$ cat src/rtl/stage_mem_sequencer_if.sv
// Memory request bus between the stage sequencer (master) and the memory (slave).
interface stage_mem_sequencer_if #(
  parameter int unsigned XLEN = 32
);
  logic            mem_valid;
  logic            mem_we;
  logic [XLEN-1:0] mem_addr;
  logic [XLEN-1:0] mem_wdata;
  logic            mem_ready;
  logic [XLEN-1:0] mem_rdata;

  modport master (
    output mem_valid, mem_we, mem_addr, mem_wdata,
    input  mem_ready, mem_rdata
  );

  modport slave (
    input  mem_valid, mem_we, mem_addr, mem_wdata,
    output mem_ready, mem_rdata
  );
endinterface

$ cat src/rtl/stage_mem_sequencer.sv
// Issues one fetch or load/store per pipeline stage and stalls the stage counter until it completes.
// Optional MEM_TIMEOUT_EN: watchdog abandons a request after TIMEOUT_CYCLES and sets sticky mem_err_o.
module stage_mem_sequencer #(
  parameter int unsigned XLEN           = 32,
  parameter int unsigned FETCH_STAGE    = 0,
  parameter int unsigned MEM_STAGE      = 3
`ifdef MEM_TIMEOUT_EN
  , parameter int unsigned TIMEOUT_CYCLES = 15
`endif
) (
  input  logic                  clk,
  input  logic                  rst,
  input  logic [2:0]            stage_i,
  input  logic                  is_load_i,
  input  logic                  is_store_i,
  input  logic [XLEN-1:0]       pc_i,
  input  logic [XLEN-1:0]       data_addr_i,
  input  logic [XLEN-1:0]       store_data_i,
  stage_mem_sequencer_if.master mem,
  output logic                  blocked_o,
  output logic [XLEN-1:0]       instr_q_o,
  output logic [XLEN-1:0]       load_q_o,
  output logic                  mem_err_o
);

  typedef enum logic [1:0] {IDLE = 2'd0, REQ = 2'd1, DONE = 2'd2} state_e;

  state_e          state_q, state_d;
  logic            valid_q, valid_d;
  logic            we_q, we_d;
  logic [XLEN-1:0] addr_q, addr_d;
  logic [XLEN-1:0] wdata_q, wdata_d;
  logic [XLEN-1:0] instr_q, instr_d;
  logic [XLEN-1:0] load_q, load_d;
  logic            fetch_q, fetch_d;
  logic            ld_q, ld_d;
  logic            err_q, err_d;

  logic fetch_c;
  logic need_c;

  assign fetch_c = (stage_i == 3'(FETCH_STAGE));
  assign need_c  = fetch_c | ((stage_i == 3'(MEM_STAGE)) & (is_load_i | is_store_i));

`ifdef MEM_TIMEOUT_EN
  logic [3:0] wait_q, wait_d;

  always_ff @(posedge clk or posedge rst) begin
    if (rst) wait_q <= '0;
    else     wait_q <= wait_d;
  end
`endif

  always_ff @(posedge clk or posedge rst) begin
    if (rst) begin
      state_q <= IDLE;
      valid_q <= 1'b0;
      we_q    <= 1'b0;
      addr_q  <= '0;
      wdata_q <= '0;
      instr_q <= '0;
      load_q  <= '0;
      fetch_q <= 1'b0;
      ld_q    <= 1'b0;
      err_q   <= 1'b0;
    end else begin
      state_q <= state_d;
      valid_q <= valid_d;
      we_q    <= we_d;
      addr_q  <= addr_d;
      wdata_q <= wdata_d;
      instr_q <= instr_d;
      load_q  <= load_d;
      fetch_q <= fetch_d;
      ld_q    <= ld_d;
      err_q   <= err_d;
    end
  end

  always_comb begin
    state_d = state_q;
    valid_d = valid_q;
    we_d    = we_q;
    addr_d  = addr_q;
    wdata_d = wdata_q;
    instr_d = instr_q;
    load_d  = load_q;
    fetch_d = fetch_q;
    ld_d    = ld_q;
    err_d   = err_q;
`ifdef MEM_TIMEOUT_EN
    wait_d  = wait_q;
`endif
    case (state_q)
      IDLE: begin
        if (need_c) begin
          state_d = REQ;
          valid_d = 1'b1;
          addr_d  = fetch_c ? pc_i : data_addr_i;
          we_d    = !fetch_c & is_store_i;
          wdata_d = store_data_i;
          fetch_d = fetch_c;
          // load+store together is a store, so load_q is left alone
          ld_d    = !fetch_c & is_load_i & !is_store_i;
`ifdef MEM_TIMEOUT_EN
          wait_d  = '0;
`endif
        end
      end
      REQ: begin
        if (mem.mem_ready) begin
          state_d = DONE;
          valid_d = 1'b0;
          we_d    = 1'b0;
          if (fetch_q)   instr_d = mem.mem_rdata;
          else if (ld_q) load_d  = mem.mem_rdata;
        end
`ifdef MEM_TIMEOUT_EN
        else if (wait_q == 4'(TIMEOUT_CYCLES - 1)) begin
          state_d = DONE;
          valid_d = 1'b0;
          we_d    = 1'b0;
          err_d   = 1'b1;
        end else begin
          wait_d  = wait_q + 4'd1;
        end
`endif
      end
      DONE:    state_d = IDLE;
      default: state_d = IDLE;
    endcase
  end

  // Combinational stall so the counter holds in the very cycle the access is detected
  assign blocked_o = !rst & (((state_q == IDLE) & need_c) | (state_q == REQ));

  assign mem.mem_valid = valid_q;
  assign mem.mem_we    = we_q;
  assign mem.mem_addr  = addr_q;
  assign mem.mem_wdata = wdata_q;
  assign instr_q_o     = instr_q;
  assign load_q_o      = load_q;
  assign mem_err_o     = err_q;

endmodule

$ cat src/flat_wrapper.sv
// flat-port wrapper written by rule: the top's interface ports become plain ports
module stage_mem_sequencer_flat 
#(
  parameter int unsigned XLEN           = 32,
  parameter int unsigned FETCH_STAGE    = 0,
  parameter int unsigned MEM_STAGE      = 3

)
  (clk, rst, stage_i, is_load_i, is_store_i, pc_i, data_addr_i, store_data_i, blocked_o, instr_q_o, load_q_o, mem_err_o, mem_mem_valid, mem_mem_we, mem_mem_addr, mem_mem_wdata, mem_mem_ready, mem_mem_rdata);
  stage_mem_sequencer_if #(.XLEN(XLEN)) mem_i ();
  input  logic clk;
  input  logic rst;
  input  logic [2:0] stage_i;
  input  logic is_load_i;
  input  logic is_store_i;
  input  logic [XLEN-1:0] pc_i;
  input  logic [XLEN-1:0] data_addr_i;
  input  logic [XLEN-1:0] store_data_i;
  output logic blocked_o;
  output logic [XLEN-1:0] instr_q_o;
  output logic [XLEN-1:0] load_q_o;
  output logic mem_err_o;
  output wire logic [$bits(mem_i.mem_valid)-1:0] mem_mem_valid;
  output wire logic [$bits(mem_i.mem_we)-1:0] mem_mem_we;
  output wire logic [$bits(mem_i.mem_addr)-1:0] mem_mem_addr;
  output wire logic [$bits(mem_i.mem_wdata)-1:0] mem_mem_wdata;
  input wire logic [$bits(mem_i.mem_ready)-1:0] mem_mem_ready;
  input wire logic [$bits(mem_i.mem_rdata)-1:0] mem_mem_rdata;
  assign mem_mem_valid = mem_i.mem_valid;
  assign mem_mem_we = mem_i.mem_we;
  assign mem_mem_addr = mem_i.mem_addr;
  assign mem_mem_wdata = mem_i.mem_wdata;
  assign mem_i.mem_ready = mem_mem_ready;
  assign mem_i.mem_rdata = mem_mem_rdata;
  stage_mem_sequencer #(.XLEN(XLEN), .FETCH_STAGE(FETCH_STAGE), .MEM_STAGE(MEM_STAGE)) u_core (.clk(clk), .rst(rst), .stage_i(stage_i), .is_load_i(is_load_i), .is_store_i(is_store_i), .pc_i(pc_i), .data_addr_i(data_addr_i), .store_data_i(store_data_i), .mem(mem_i), .blocked_o(blocked_o), .instr_q_o(instr_q_o), .load_q_o(load_q_o), .mem_err_o(mem_err_o));
endmodule
$ cat config.mk
export PLATFORM = sky130hd
export DESIGN_NAME = stage_mem_sequencer_flat
export DESIGN_NICKNAME = d
export VERILOG_FILES = /design/src/rtl/stage_mem_sequencer_if.sv /design/src/rtl/stage_mem_sequencer.sv /design/src/flat_wrapper.sv
export SDC_FILE = /design/constraint.sdc
export NUM_CORES = 1
export LEC_CHECK = 0
export BUFFER_PORTS_ARGS = -buffer_cell sky130_fd_sc_hd__buf_2
export CAP_MARGIN = 20
export CORE_MARGIN = 2
export CORE_UTILIZATION = 33
export CTS_CLUSTER_DIAMETER = 40
export DETAILED_ROUTE_END_ITERATION = 16
export PLACE_DENSITY_LB_ADDON = 0.3
export SYNTH_ARGS = -nofsm -noshare
export SYNTH_HDL_FRONTEND = slang
export SYNTH_SLANG_ARGS = --single-unit
$ cat constraint.sdc
create_clock -name clk -period 5.35 [get_ports clk]
set_input_delay 0.2675 -clock clk [delete_from_list [all_inputs] [get_ports clk]]
set_output_delay 0.2675 -clock clk [all_outputs]
set_load 0.01 [all_outputs]
After elaboration in Yosys (flattened, before gate mapping) --
Cells that the tools add are included.
Operators by class: multiplexer cells 9, equal/unequal tests 4, reduce and logical (&&, ||, !) cells 11, bitwise gates (word level) 10
Operators with widths (number):
- $mux W32 | 1
- $and A1 B1 Y1 | 6
- $reduce_and A3 Y1 | 2
- $mux W2 | 2
- $pmux W1 S2 | 2
- $pmux W2 S2 | 1
- $reduce_and A2 Y1 | 2
- $reduce_and A4 Y1 | 1
- $eq A3 B2 Y1 const B | 1
- $logic_not A1 Y1 | 3
- $logic_not A3 Y1 | 1
- $mux W1 | 3
- $or A1 B1 Y1 | 3
- $eq A2 B1 Y1 const B | 1
- $logic_not A2 Y1 | 1
- $ne A2 B1 Y1 const B | 1
- $ne A2 B2 Y1 const B | 1
- $reduce_bool A2 Y1 | 1
- $not A1 Y1 | 1
Storage, ports and cells: bits of input ports 136, word-level logic and storage cells 43, register bits after elaboration 134, output and inout port bits 132

Longest topological paths before layout --
Gate-level depths: netlist of run 1.
depth after elaboration 6, depth in mapped cells 7, depth with buffers taken out 4

Worst setup path before layout of run 1 --
No wires, ideal clock.
path kind in2reg, start input port stage_i[1], end register u_core.addr_q[28] (netlist: u_core.mem.mem_addr[28]), setup slack 3437 ps, buffers on the path 3, data arrival time 1785 ps, stages on the path 7, required time 5223 ps, setup time 127 ps, path through or3_1 > buf_2 > or3_4 > nand2_2 > buf_8 > buf_8 > mux2_1
On the way: word-level cells in the longest chain between the ends 4, elaborated cells between the ends (all ways) 6, classes of those cells eq/ne (1); mux (1); bitwise (2); reduce/logical (2)
RTL lines:
- from (decl) | line flat_wrapper.sv:13 | input logic [2:0] stage_i;
- $eq A3 B2 Y1 | line stage_mem_sequencer.sv:43 | assign need_c = fetch_c | ((stage_i == 3'(MEM_STAGE)) & (is_load_i | is_store_i));
- $and A1 B1 Y1 | line stage_mem_sequencer.sv:43
- $or A1 B1 Y1 | line stage_mem_sequencer.sv:43
- $reduce_and A2 Y1 (no line)
- to (signal assigned) | line stage_mem_sequencer.sv:70 | addr_q <= addr_d;
- to (decl) | line stage_mem_sequencer.sv:31 | logic [XLEN-1:0] addr_q, addr_d;
Several ways; a longest one is shown, not always the timed one. A chain may end at the register's enable or synchronous reset.

Final worst setup path of run 1 --
start register u_core.state_q[0], end register u_core.addr_q[23] (netlist: u_core.mem.mem_addr[23])
On the way: word-level cells in the longest chain between the ends 2
RTL lines:
- from (decl) | line stage_mem_sequencer.sv:28 | state_e state_q, state_d;
- from (signal assigned) | line stage_mem_sequencer.sv:67 | state_q <= state_d;
- $logic_not A2 Y1 | line stage_mem_sequencer.sv:94 | case (state_q)
- $reduce_and A2 Y1 (no line)
No other way between the ends.

==> results of run 1 <==
registers in the layout (all words and copies together) (netlist names):
signal	count
u_core.load_q_o	32
u_core.mem.mem_we	1
u_core.fetch_q	1
u_core.instr_q_o	32
u_core.state_q	2
u_core.mem.mem_wdata	32
u_core.mem.mem_addr	32
u_core.ld_q	1
u_core.mem.mem_valid	1
power by group through the flow:
| stage | clock network, mW | logic, mW | registers (mW) |
|---|---|---|---|
| 3_3_place_gp | 0 | 1.08 | 1.54 |
| 3_5_place_dp | 0 | 1.10 | 1.55 |
| 2_1_floorplan | 0 | 0.433 | 1.71 |
| 6_report | 1.04 | 1.08 | 1.54 |
| 5_1_grt | 1.13 | 1.17 | 1.59 |
| 4_1_cts | 1.08 | 1.10 | 1.54 |
layout by cell type, fill, tap and decap left out, types with 4 or more instances in the layout:
cell	n
nand2_1	100
clkbuf_16	17
mux2_2	91
mux2_1	8
dfrtp_1	134
buf_2	266
inv_6	4
buf_4	4
mux2_4	30
final cells by class:
type                    instances  area, um2  area share [%]
diodes                          1      2.502         0.03272
clock buffers                  19      432.9           5.660
clock inverters                13      101.3           1.325
inverters                       2      12.51          0.1636
multi-input cells             246       2072           27.09
flip-flops and latches        134       3353           43.84
well taps                     220      275.3           3.599
repair buffers                272       1399           18.29
metrics by stage:
stage | std cells | total power, mW | hold WS, ns
6_report | 907 | 3.669 | 0.07873
3_5_place_dp | 872 | 2.655 | 0.4224
5_1_grt | 907 | 3.895 | 0.05934
4_1_cts | 905 | 3.728 | 0.05296
2_1_floorplan | 403 | 2.147 | 0.4022
3_3_place_gp | 872 | 2.620 | 0.4154
cell families (layout without fill, tap and decap cells):
kind of cell | count (synthesis) | in the layout
other cells | 1 | 2
flops | 134 | 134
buf+inv | 23 | 306
compound gates | 7 | 7
mux | 129 | 129
simple gates | 109 | 109
layer usage:
layer | routed length [um] | GRT usage, % | vias up
met3 | 1065 | 5.556 | 14
met4 | 193 | 4.854 | 0
met5 | 0 | 0 | -
li1 | - | - | 1906
met2 | 6420 | 24.64 | 163
met1 | 5594 | 18.50 | 1963
how the worst max path moves through the flow:
stage,endpoint,slack [ns],cells after the start,from
global route,u_core.mem.mem_addr[3]$_DFFE_PP0P_,2.50,4,u_core.state_q[0]$_DFFE_PP0P_
global placement,u_core.mem.mem_addr[23]$_DFFE_PP0P_,2.28,5,stage_i[1]
CTS,u_core.mem.mem_addr[10]$_DFFE_PP0P_,2.64,5,stage_i[1]
detailed placement,u_core.mem.mem_addr[23]$_DFFE_PP0P_,2.20,5,stage_i[1]
finish,u_core.mem.mem_addr[23]$_DFFE_PP0P_,2.82,4,u_core.state_q[0]$_DFFE_PP0P_
floorplan,u_core.fetch_q$_DFFE_PP0P_,1.50,1,rst
worst max-delay path: cells and delay by family (launching register included):
kind             cells  cell delay (ns)
flip-flops           1             0.43
multiplexers         1             0.42
AO/OA/AOI/OAI        1             0.32
AND/OR/NAND/NOR      2             1.21
==> flow_summary.toml, run 1 <==
[status]
outcome = "finished, final reports clean"

[worst_setup_path]
endpoint_kind = "flop"
crit_slowest_cell = "nand2_4"
reg2reg_to = "u_core.mem.mem_addr[23]$_DFFE_PP0P_"
critical-path-max-stage-delay_ns = 0.82
r2r-start = "u_core.state_q[0]$_DFFE_PP0P_"
path_cells = "nor4b_1 > o211ai_1 > nand2_4 > mux2_2"
cp_max_fo = 66
critPathLaunchType = "flop"
reg2reg_depth = 4
worstPathRequired_ns = 5.63
crit_arrival_ns = 2.81
ff2ff_setup_slack_ns = 2.82
crit_type = "flop to flop"

[pwr]
p_switching_mw = 1.121
clkPwrFrac_pct = 28.4
intPower_mw = 2.548
seqPwrFrac_pct = 42.0
netSwitchingFraction_pct = 30.56
leakagePower_nw = 4.046
p_per_area_mw_per_mm2 = 479.7
ir_drop_uv = 217.9
comb_power_share_pct = 29.6

[place]
port-buffer-count = 266
place_area_mm2 = 0.007074
gp_congestion = 0.7324
place_hpwl_mm = 9.634
dpl_worst_slack_ns = 2.203

[synth]
syn-cell-area_mm2 = 0.005584
synthMostInstantiatedCell = "dfrtp_1"
syn_inst = 403
synth_fa_ha_area_share_pct = 0
synth_top_family_by_area = "multiplexers"
ys_seq_elements = 134
synth_area_leaders = "dfrtp_1 60%, mux2_2 18%, mux2_4 8.1%, nand2_1 6.7%, mux2_1 1.6%"
synth_simple_gate_area_share_pct = 7.909
synth_xor_area_share_pct = 0
synth_top_area_share_pct = 60.05
ys_types = 27
synth_commonest_cells = "134 x dfrtp_1, 100 x nand2_1, 91 x mux2_2"
synth_ff_type = "dfrtp_1"
synth_edf_count = 0
synth_nets = 539
ys_async_sr_fraction_pct = 100.0
synth_warnings = 0
synth-compound-area-share_pct = 0.8290
synth_area_leader_cell = "dfrtp_1"
yosysSeqAreaShare_pct = 60.05
syn_avg_cell_area_um2 = 13.86
synth.mux.area_fraction_pct = 28.03

[sta]
skew_ns = 0.004710
setup_slack_ns = 2.823
layout_min_cycle_time_ns = 2.527
slew_headroom_pct = 31.81
rsz0062_at_grt = "false"
worstMarginPinSlew_ns = 1.023
fin_crit_sh_pct = 47.24
setup_viol = 0
fin_tns_setup_ns = 0
fmax_mhz = 395.7
hold_viol_final = 0
final_max_slew_viol_count = 0

[floorplan]
io_pins = 268
core_mm2 = 0.01658
rows = 47
fp.dieH_um = 134.1
die_width_um = 134.1
start_util_pct = 33.67
die-area_mm2 = 0.01798

[clock_tree]
htreeDepth = 4
cts_tree = "yes"
cts_resized = 0
clock_sinks = 134
clk_path_buf_depth = 2
cts-root-buf = "clkbuf_16"
clock_latency_ns = 0.41
clk_pin_slew_worst_paths_ns = 0.06
cts.hold.buffers_added = 1
numCtsBuffers = 17
cts_setup_buffers = 0

[route]
vias = 4046
drt_iter0_markers = 119
firstDrtPassIters = 4
wire_per_inst_um = 14.64
drt_wl_total_mm = 13.27
drc = 0
postRouteAntennaNets = 0
avgViaCountPerCell = 4.461

[hold_path]
min_to = "u_core.mem.mem_wdata[3]$_DFFE_PP0P_"
min_path_type = "input pin to flop"
worstHoldStart = "store_data_i[3]"
whs_path_depth = 2

[grt]
grt_pass1_wl_mm = 21.38
antenna_found_initial = 1
grt_usage_pct = 15.04
grt_pass1_vias = 4287
grt_max_degree = 69
grt.overflow.total = 0

[final_layout]
final_area_mm2 = 0.007649
final_layout_size_suffix_gt1_share_pct = 62.39
areaGrowthSynthToFinish_pct = 36.97
fin_util_pct = 46.12
fin_nets = 809
fillCellCount = 1556

[flow_run]
max_cap_viol_count = 0
No activity file was read; power rests on OpenSTA's default activity.
==> run 2: changes to the inputs <==
==> constraint.sdc (replaced) <==
create_clock -name clk -period 2.3 [get_ports clk]
set_input_delay 0.115 -clock clk [delete_from_list [all_inputs] [get_ports clk]]
set_output_delay 0.115 -clock clk [all_outputs]
set_load 0.01 [all_outputs]
==> flow_summary.toml, run 2 (synthesized netlist as in run 1, its figures left out) <==
[sta]
fin_crit_sh_pct = 91.00
fmax_mhz = 477.8
rsz0062_at_grt = "false"
setup_viol = 0
layout_min_cycle_time_ns = 2.093
final_max_slew_viol_count = 0
setup_slack_ns = 0.2070
fin_tns_setup_ns = 0
hold_viol_final = 0
skew_ns = 0.005104

[pwr]
p_switching_mw = 2.655
netSwitchingFraction_pct = 29.41
seqPwrFrac_pct = 39.8
comb_power_share_pct = 29.4
p_per_area_mw_per_mm2 = 1062
clkPwrFrac_pct = 30.8
intPower_mw = 6.373
leakagePower_nw = 4.413
ir_drop_uv = 695.9

[route]
postRouteAntennaNets = 0
firstDrtPassIters = 4
drt_wl_total_mm = 14.65
vias = 4423
avgViaCountPerCell = 4.499
wire_per_inst_um = 14.90
drc = 0
drt_iter0_markers = 103

[floorplan]
rows = 47
die-area_mm2 = 0.01798
die_width_um = 134.1
fp.dieH_um = 134.1
core_mm2 = 0.01658
start_util_pct = 33.67
io_pins = 268

[final_layout]
final_layout_size_suffix_gt1_share_pct = 57.40
areaGrowthSynthToFinish_pct = 52.27
final_common_cell = "buf_2"
fin_nets = 886
fillCellCount = 1467
antenna_cells = 0
layout_common_cells = "266 x buf_2, 134 x dfrtp_1, 100 x nand2_1"

[clock_tree]
clk_path_buf_depth = 2
cts_tree = "yes"
clk_pin_slew_worst_paths_ns = 0.06
htreeDepth = 4
clock_latency_ns = 0.41
clock_sinks = 134
numCtsBuffers = 17
cts-root-buf = "clkbuf_16"

[grt]
grt_usage_pct = 16.88
antenna_found_initial = 2
grt_max_degree = 73
grt_pass1_vias = 4866
grt_pass1_wl_mm = 23.89
grt.overflow.total = 0

[place]
dpl_worst_slack_ns = 0.1373
place_hpwl_mm = 9.999
gp_congestion = 0.7795
port-buffer-count = 266

[worst_setup_path]
endpoint_kind = "primary output"
crit_arrival_ns = 1.98
cp_max_fo = 5
critPathLaunchType = "flop"
worstPathRequired_ns = 2.18
crit_type = "flop to primary output"

[hold_path]
min_path_type = "input pin to flop"

[flow_run]
max_cap_viol_count = 0

[status]
outcome = "finished, final reports clean"
run 2: cell types whose count changed in the layout (fill, tap and decap cells not counted), moves of 2 or more:
cell | previous run | this run
buf_4 | 4 | 10
buf_12 | 0 | 4
bufinv_16 | 0 | 3
dlygate4sd3_1 | 1 | 69
clkinv_2 | 3 | 1
run 2: per-stage QoR:
stage | instances | hold slack, ns | util (%) | area [um2] | power, mW
2_1_floorplan | 403 | 0.2497 | - | 5588 | 4.996
3_3_place_gp | 880 | 0.1779 | 43.32 | 7183 | 6.115
3_5_place_dp | 880 | 0.1757 | 43.32 | 7183 | 6.203
4_1_cts | 981 | 0.0003360 | 51.18 | 8488 | 9.139
5_1_grt | 983 | 0.01411 | 51.28 | 8503 | 9.554
6_report | 983 | 0.01181 | 51.28 | 8503 | 9.028
run 2: layout make-up:
cell class	count	area, um2	area share, %
flip-flops and latches	134	3353	39.43
clock buffers	19	442.9	5.209
well taps	220	275.3	3.237
multi-input cells	246	2072	24.37
inverters	2	11.26	0.1324
repair buffers	349	2177	25.60
clock inverters	13	171.4	2.016
run 2: what timing repair did:
action	CTS	global route
buffers inserted	0	2
setup endpoints to repair	0	20
resized for setup	0	0
hold buffers	69	0
hold endpoints to repair	118	0
run 2: final timing paths:
check | to | slack (ns) | cells past startpoint | startpoint
setup / recovery | blocked_o | 0.21 | 5 | u_core.state_q[0]$_DFFE_PP0P_
hold / removal | u_core.mem.mem_we$_DFFE_PP0P_ | 0.01 | 3 | is_store_i
setup reg to reg | u_core.mem.mem_addr[17]$_DFFE_PP0P_ | 0.21 | 5 | u_core.state_q[0]$_DFFE_PP0P_
hold reg to reg | u_core.mem.mem_valid$_DFFE_PP0P_ | 0.48 | 1 | u_core.mem.mem_valid$_DFFE_PP0P_
max in group asynchronous | u_core.load_q_o[8]$_DFFE_PP0P_ | 1.26 | 4 | rst
min in group asynchronous | u_core.mem.mem_addr[4]$_DFFE_PP0P_ | 0.31 | 3 | rst
run 2: worst max-delay path, stage by stage, from the launching register on:
cell,delay (ns)
dfrtp_1,0.42
nor4b_1,0.43
o211ai_1,0.27
buf_4,0.21
a21oi_1,0.10
buf_2,0.15
run 2: power by group through the flow:
stage / registers [mW] / clock network (mW) / logic [mW]
after floorplan: 3.99 / 0 / 1.01
after global placement: 3.58 / 0 / 2.53
after detailed placement: 3.61 / 0 / 2.59
after CTS: 3.59 / 2.86 / 2.68
after global routing: 3.70 / 2.98 / 2.87
final: 3.60 / 2.78 / 2.65
run 2: layer usage:
metal  GRT usage, %  share of wire, %
met5              0              0.18
met4          5.380               1.4
met3          5.707               6.4
met2          30.23                52
met1          18.95                40
